===== src/rtl/rv_pkg.sv =====
// Shared definitions for the RV32I sequencer: opcodes, FSM states and halt causes.
package rv_pkg;

    localparam logic [6:0] OP_IMM    = 7'b0010011;
    localparam logic [6:0] OP_BRANCH = 7'b1100011;

    // Width of the fetch wait counter (FETCH_TIMEOUT legal range 1..255).
    localparam int unsigned TO_CNT_W = 8;

    typedef enum logic [2:0] {
        ST_RST,
        ST_FETCH,
        ST_DECODE,
        ST_EXEC,
        ST_HALT
    } state_t;

    typedef enum logic [1:0] {
        HC_NONE     = 2'b00,
        HC_ILLEGAL  = 2'b01,
        HC_MISALIGN = 2'b10,
        HC_TIMEOUT  = 2'b11
    } halt_cause_t;

    function automatic logic is_supported(input logic [6:0] op);
        return (op == OP_IMM) || (op == OP_BRANCH);
    endfunction

endpackage


===== src/rtl/rv_seq_ctrl_if.sv =====
// Instruction-memory req/ack bus between the sequencer (master) and memory (slave).
interface rv_seq_ctrl_if;
    logic        imem_req;
    logic [31:0] imem_addr;
    logic        imem_ack;
    logic [31:0] imem_rdata;

    modport master (
        output imem_req,
        output imem_addr,
        input  imem_ack,
        input  imem_rdata
    );

    modport slave (
        input  imem_req,
        input  imem_addr,
        output imem_ack,
        output imem_rdata
    );
endinterface


===== src/rtl/rv_fetch_if.sv =====
// Fetch handshake: owns the registered imem_req and the wait/timeout counter.
module rv_fetch_if
    import rv_pkg::*;
#(
    parameter int unsigned FETCH_TIMEOUT = 16
) (
    input  logic clk,
    input  logic rst_n,
    input  logic fetch_start,
    input  logic imem_ack,
    output logic imem_req,
    output logic fetch_done,
    output logic fetch_timeout
);

    localparam logic [TO_CNT_W-1:0] WAIT_LAST = TO_CNT_W'(FETCH_TIMEOUT - 1);

    logic [TO_CNT_W-1:0] wait_cnt;

    // wait_cnt holds the number of completed ack-less request cycles so far,
    // so the FETCH_TIMEOUT-th ack-less cycle is the one where it equals WAIT_LAST.
    assign fetch_done    = imem_req & imem_ack;
    assign fetch_timeout = imem_req & ~imem_ack & (wait_cnt == WAIT_LAST);

    // Request register and wait counter; ack outside a request is ignored.
    always_ff @(posedge clk or negedge rst_n) begin
        if (!rst_n) begin
            imem_req <= 1'b0;
            wait_cnt <= '0;
        end else if (fetch_start) begin
            imem_req <= 1'b1;
            wait_cnt <= '0;
        end else if (fetch_done) begin
            imem_req <= 1'b0;
            wait_cnt <= '0;
        end else if (imem_req) begin
            wait_cnt <= wait_cnt + TO_CNT_W'(1);
            if (fetch_timeout) begin
                imem_req <= 1'b0;
            end
        end
    end

endmodule


===== src/rtl/rv_seq_ctrl.sv =====
// Multi-cycle RV32I sequencer: PC, instruction latch, FETCH/DECODE/EXEC/HALT control.
module rv_seq_ctrl
    import rv_pkg::*;
#(
    parameter logic [31:0]  RESET_PC      = 32'h0000_0000,
    parameter int unsigned  FETCH_TIMEOUT = 16
) (
    input  logic               clk,
    input  logic               rst_n,
    rv_seq_ctrl_if.master      imem,
    output logic [31:0]        instr,
    input  logic [31:0]        imm,
    input  logic               br_taken,
    output logic               rf_we,
    output logic               retire,
    output logic [31:0]        pc,
    output logic [31:0]        retire_cnt,
    output logic               halted,
    output logic [1:0]         halt_cause
);

    state_t      state;
    halt_cause_t cause;

    logic        fetch_req;
    logic        fetch_start;
    logic        fetch_done;
    logic        fetch_timeout;

    logic        is_branch;
    logic [31:0] br_target;
    logic        exec_fault;
    logic [31:0] pc_next;

    assign is_branch  = (instr[6:0] == OP_BRANCH);
    assign br_target  = pc + imm;
    assign exec_fault = is_branch & br_taken & (br_target[1:0] != 2'b00);
    assign pc_next    = (is_branch && br_taken) ? br_target : pc + 32'd4;

    // A new fetch starts when leaving RST or on a successful EXEC, so imem_req
    // rises on the same edge the FSM enters FETCH.
    assign fetch_start = (state == ST_RST) || ((state == ST_EXEC) && !exec_fault);

    assign imem.imem_req  = fetch_req;
    assign imem.imem_addr = pc;
    assign halt_cause     = cause;

    rv_fetch_if #(
        .FETCH_TIMEOUT (FETCH_TIMEOUT)
    ) u_fetch (
        .clk           (clk),
        .rst_n         (rst_n),
        .fetch_start   (fetch_start),
        .imem_ack      (imem.imem_ack),
        .imem_req      (fetch_req),
        .fetch_done    (fetch_done),
        .fetch_timeout (fetch_timeout)
    );

    // Sequencer FSM with registered strobes; retire and the pc/retire_cnt
    // updates all land on the edge that leaves EXEC.
    always_ff @(posedge clk or negedge rst_n) begin
        if (!rst_n) begin
            state      <= ST_RST;
            pc         <= RESET_PC;
            instr      <= '0;
            retire_cnt <= '0;
            rf_we      <= 1'b0;
            retire     <= 1'b0;
            halted     <= 1'b0;
            cause      <= HC_NONE;
        end else begin
            rf_we  <= 1'b0;
            retire <= 1'b0;
            case (state)
                ST_RST: begin
                    state <= ST_FETCH;
                end
                ST_FETCH: begin
                    if (fetch_done) begin
                        instr <= imem.imem_rdata;
                        state <= ST_DECODE;
                    end else if (fetch_timeout) begin
                        state  <= ST_HALT;
                        halted <= 1'b1;
                        cause  <= HC_TIMEOUT;
                    end
                end
                ST_DECODE: begin
                    if (is_supported(instr[6:0])) begin
                        state <= ST_EXEC;
                        rf_we <= (instr[6:0] == OP_IMM) && (instr[11:7] != 5'd0);
                    end else begin
                        state  <= ST_HALT;
                        halted <= 1'b1;
                        cause  <= HC_ILLEGAL;
                    end
                end
                ST_EXEC: begin
                    if (exec_fault) begin
                        state  <= ST_HALT;
                        halted <= 1'b1;
                        cause  <= HC_MISALIGN;
                    end else begin
                        pc         <= pc_next;
                        retire     <= 1'b1;
                        retire_cnt <= retire_cnt + 32'd1;
                        state      <= ST_FETCH;
                    end
                end
                ST_HALT: begin
                    state <= ST_HALT;
                end
                default: begin
                    state <= ST_HALT;
                end
            endcase
        end
    end

endmodule


===== src/flat_wrapper.sv =====
// flat-port wrapper written by rule: the top's interface ports become plain ports
module rv_seq_ctrl_flat import rv_pkg::*;
#(
    parameter logic [31:0]  RESET_PC      = 32'h0000_0000,
    parameter int unsigned  FETCH_TIMEOUT = 16
)
  (clk, rst_n, instr, imm, br_taken, rf_we, retire, pc, retire_cnt, halted, halt_cause, imem_imem_req, imem_imem_addr, imem_imem_ack, imem_imem_rdata);
  rv_seq_ctrl_if imem_i ();
  input  logic clk;
  input  logic rst_n;
  output logic [31:0] instr;
  input  logic [31:0] imm;
  input  logic br_taken;
  output logic rf_we;
  output logic retire;
  output logic [31:0] pc;
  output logic [31:0] retire_cnt;
  output logic halted;
  output logic [1:0] halt_cause;
  output wire logic [$bits(imem_i.imem_req)-1:0] imem_imem_req;
  output wire logic [$bits(imem_i.imem_addr)-1:0] imem_imem_addr;
  input wire logic [$bits(imem_i.imem_ack)-1:0] imem_imem_ack;
  input wire logic [$bits(imem_i.imem_rdata)-1:0] imem_imem_rdata;
  assign imem_imem_req = imem_i.imem_req;
  assign imem_imem_addr = imem_i.imem_addr;
  assign imem_i.imem_ack = imem_imem_ack;
  assign imem_i.imem_rdata = imem_imem_rdata;
  rv_seq_ctrl #(.RESET_PC(RESET_PC), .FETCH_TIMEOUT(FETCH_TIMEOUT)) u_core (.clk(clk), .rst_n(rst_n), .imem(imem_i), .instr(instr), .imm(imm), .br_taken(br_taken), .rf_we(rf_we), .retire(retire), .pc(pc), .retire_cnt(retire_cnt), .halted(halted), .halt_cause(halt_cause));
endmodule

===== config.mk =====
export PLATFORM = sky130hd
export DESIGN_NAME = rv_seq_ctrl_flat
export DESIGN_NICKNAME = d
export VERILOG_FILES = /design/src/rtl/rv_pkg.sv /design/src/rtl/rv_seq_ctrl_if.sv /design/src/rtl/rv_fetch_if.sv /design/src/rtl/rv_seq_ctrl.sv /design/src/flat_wrapper.sv
export SDC_FILE = /design/constraint.sdc
export NUM_CORES = 1
export LEC_CHECK = 0
export BUFFER_PORTS_ARGS = -buffer_cell sky130_fd_sc_hd__buf_2
export CAP_MARGIN = 20
export CORE_UTILIZATION = 57
export DETAILED_ROUTE_END_ITERATION = 8
export GPL_ROUTABILITY_DRIVEN = 1
export HOLD_SLACK_MARGIN = 0.15
export PLACE_DENSITY = 0.94
export SYNTH_ARGS = -nofsm -noshare
export SYNTH_HDL_FRONTEND = slang
export SYNTH_SLANG_ARGS = --single-unit

===== constraint.sdc =====
create_clock -name clk -period 8.8 [get_ports clk]
set_clock_uncertainty 0.1 [all_clocks]
set_input_delay 2.2 -clock clk [delete_from_list [all_inputs] [get_ports clk]]
set_output_delay 2.2 -clock clk [all_outputs]
set_load 0.01 [all_outputs]

==> run_results.csv <==
group,metric,value,unit
critical_path,worstReg2RegStart,"u_core.imem.imem_addr[0]",
logic_synthesis,synthDistinctLibCells,68,
floorplanning,core-area,12100,sq um
pwr,p_comb_share,24.5,%
timing,finalMaxSlewViolations,0,
layout,regArea,2830,sq um
layout,fillers,889,
route,ant_nets,0,
critical_path,slowest_delay,0.83,ns
grt,grt_pass1_wl,28200,um
critical_path,cp_cell_sequence,"buf_2, ha_1, fa_1, nor2_1, o21ai_1, buf_4, clkinv_1, nand4_1, or3_1, nor2_1, xor2_1",
clock_tree,ctsHoldBuffers,0,
layout,area_delta_synth_final,21.8,%
timing,worst_slack,3.42,ns
layout,final_core_util,71.8,%
layout,final_common_cell,"buf_2",
logic_synthesis,syn_area,7110,sq um
timing,final-setup-viol-count,0,
floorplanning,num_rows,40,
clock_tree,cts_max_path_buffers,2,
timing,grt_setup_unrepaired,"no",
timing,fin_crit_sh,61.2,%
route,drt_first_pass_iters,6,
clock_tree,cts-root-buf,"clkbuf_16",
critical_path,critPathSlowestCell,"clkinv_1",
pwr,power_density,218,nW/um^2
logic_synthesis,synthFlopType,"dfrtp_1",
clock_tree,clk_pin_slew,0.06,ns
pwr,power_frac_clock,37.4,%
grt,grt_pass1_vias,5965,
clock_tree,cts_buffers,17,
floorplanning,die_h,114,um
place,port-buffer-count,201,
timing,max_freq,186,MHz
pwr,swShare,30.8,%
logic_synthesis,syn_avg_cell_area,9.24,sq um
critical_path,crit_start,"imm[0]",
logic_synthesis,syn_nets,872,
logic_synthesis,ys_ff_latch,113,
clock_tree,cts_resized,0,
worst_hold_path,min_path_type,"reg -> reg",
pwr,ir_drop,147,uV
floorplanning,fp.dieW,114,um
logic_synthesis,ys_seq_area_share,39.8,%
layout,multi_input_area,3850,sq um
critical_path,critPathMaxFanout,36,
route,first_iter_violations,428,
critical_path,crit_buf_inv,3,
timing,hold_violations,0,
critical_path,cp.arrival,5.56,ns
grt,gr-usage-all-layers,27.2,%
layout,antenna_cells,0,
logic_synthesis,yosysWarnings,0,
place,gp_congestion,0.951,
logic_synthesis,synth_edf_count,0,
pwr,p_leak,4.37,nW
logic_synthesis,synth_async_sr_flop_share,100,%
timing,min_period,5.38,ns
status,status,"complete, no violations",
timing,worst_slew_pin_slew,0.992,ns
critical_path,cp-start-kind,"input pin",
worst_hold_path,hold_path_startpoint,"u_core.halted",
pwr,p_int,1.31,mW
critical_path,path_common_cell,"nor2_1",
layout,mostFrequentLayoutCells,"buf_2, dfrtp_1, a21oi_1, nand2_1, nor2_1",
flow_run,cap_violations,0,
pwr,p_switching,0.582,mW
floorplanning,start_util,58.9,%
route,vias,6476,
place,post-place-ws,3.13,ns
clock_tree,cts_sinks,113,
layout,final_nets,1040,
grt,grt_max_degree,88,
route,drc,0,
critical_path,crit_required,8.98,ns
timing,fin_hold_ws,0.371,ns
critical_path,cp_top_family,"buffers and inverters",
timing,tns,0,ns
pwr,p_seq_share,38.1,%
route,vias_per_cell,5.79,
critical_path,worstSetupPathType,"in -> reg",
floorplanning,io_pins,202,
grt,overflow,0,
clock_tree,insertion_delay,0.40,ns
clock_tree,htree_levels,4,
logic_synthesis,netlist_instances,769,
place,dp_hpwl,12800,um
route,wl_per_cell,15.6,um
critical_path,cp-end-kind,"flip-flop",
grt,antenna_found_initial,0,
pwr,total_power,1.89,mW
timing,relSlewSlack,33.4,%
route,wirelength,17500,um
layout,drive_gt1_share,31.4,%
floorplanning,die_area,12900,sq um
clock_tree,cts_tree,"done",
clock_tree,cts_setup_buffers,0,
-- synthesized netlist by cell type, types with 14 or more instances --
cell type / n / share of area, %
nor2_1: 58 / 3.1
ha_1: 34 / 6.0
a21oi_1: 71 / 5.0
nand2_1: 59 / 3.1
nand4_1: 14 / 1.2
and3_1: 15 / 1.3
a21o_1: 16 / 1.7
mux2_2: 34 / 5.4
xor2_1: 25 / 3.1
o21ai_0: 47 / 3.3
clkbuf_1: 21 / 1.1
nand3_1: 35 / 2.5
inv_1: 21 / 1.1
buf_4: 33 / 3.5
dfrtp_1: 113 / 40
xnor2_1: 33 / 4.1
-- layer usage --
metal | global-route usage, % | vias up | part of all wire, % | routed length [um]
met2 | 47.0 | 279 | 49 | 8620
met5 | 0 | - | 0.029 | 5
met1 | 34.1 | 3073 | 42 | 7400
met4 | 11.7 | 2 | 2.4 | 416
met3 | 3.77 | 42 | 5.8 | 1020
li1 | - | 3080 | - | -
-- layout make-up --
cell class	instances	share of cell area, %
tap	168	2.43
clock inverter	14	2.05
timing repair buffer	206	12.3
clock buffer	18	5.07
sequential	113	32.7
multi-input combinational	576	44.5
inverter	23	0.997
-- power groups by stage --
stage | Sequential, mW | Combinational, mW | Clock (mW)
after global placement | 0.722 | 0.447 | 0
final | 0.718 | 0.462 | 0.707
after CTS | 0.718 | 0.463 | 0.712
after detailed placement | 0.727 | 0.460 | 0
after global routing | 0.733 | 0.509 | 0.738
after floorplan | 0.748 | 0.254 | 0
-- sequential cells by signal (all words and copies together) (netlist names) --
signal	cells
u_core.halt_cause	2
u_core.instr	32
u_core.rf_we	1
u_core.retire	1
u_core.state	3
u_core.imem.imem_addr	32
u_core.u_fetch.wait_cnt	8
u_core.retire_cnt	32
u_core.u_fetch.imem_req	1
u_core.halted	1
-- worst register-to-register path, stage by stage (launching register included) --
cell      delay (ns)
dfrtp_1         0.40
ha_1            0.25
fa_1            0.49
nor2_1          0.08
o21ai_1         0.13
buf_4           0.27
clkinv_1        0.84
nand4_1         0.66
or3_1           0.31
nor2_1          0.11
xor2_1          0.15
-- logic make-up (layout without fill, tap and decap cells) --
logic type               after synthesis  after routing  synth area share (%)
adder cells (fa/ha/maj)               35             35                  6.27
multiplexers                          37             37                  5.81
XOR/XNOR                              58             58                  7.15
buffers and inverters                 80            261                  6.07
AO/OA/AOI/OAI                        201            201                  17.8
flip-flops                           113            113                  39.8
AND/OR/NAND/NOR                      245            245                  17.1
-- path summary, 6_finish.rpt --
| check | to | slack, ns | cells past startpoint |
|---|---|---|---|
| hold / removal | u_core.halted | 0.37 | 1 |
| min in group asynchronous | u_core.instr[14] | 1.61 | 1 |
| setup reg to reg | u_core.retire_cnt[31] | 4.88 | 10 |
| hold reg to reg | u_core.halted | 0.37 | 1 |
| max in group asynchronous | u_core.retire_cnt[5] | 5.92 | 3 |
| setup / recovery | u_core.retire_cnt[31] | 3.42 | 11 |
-- metrics by stage --
step | instances | cell area [sq um]
final | 1118 | 8660
after global placement | 1085 | 8010
after floorplan | 769 | 7110
after global routing | 1118 | 8660
after detailed placement | 1085 | 8010
after CTS | 1117 | 8630
Note: power is estimated with default switching activity, not from simulation.
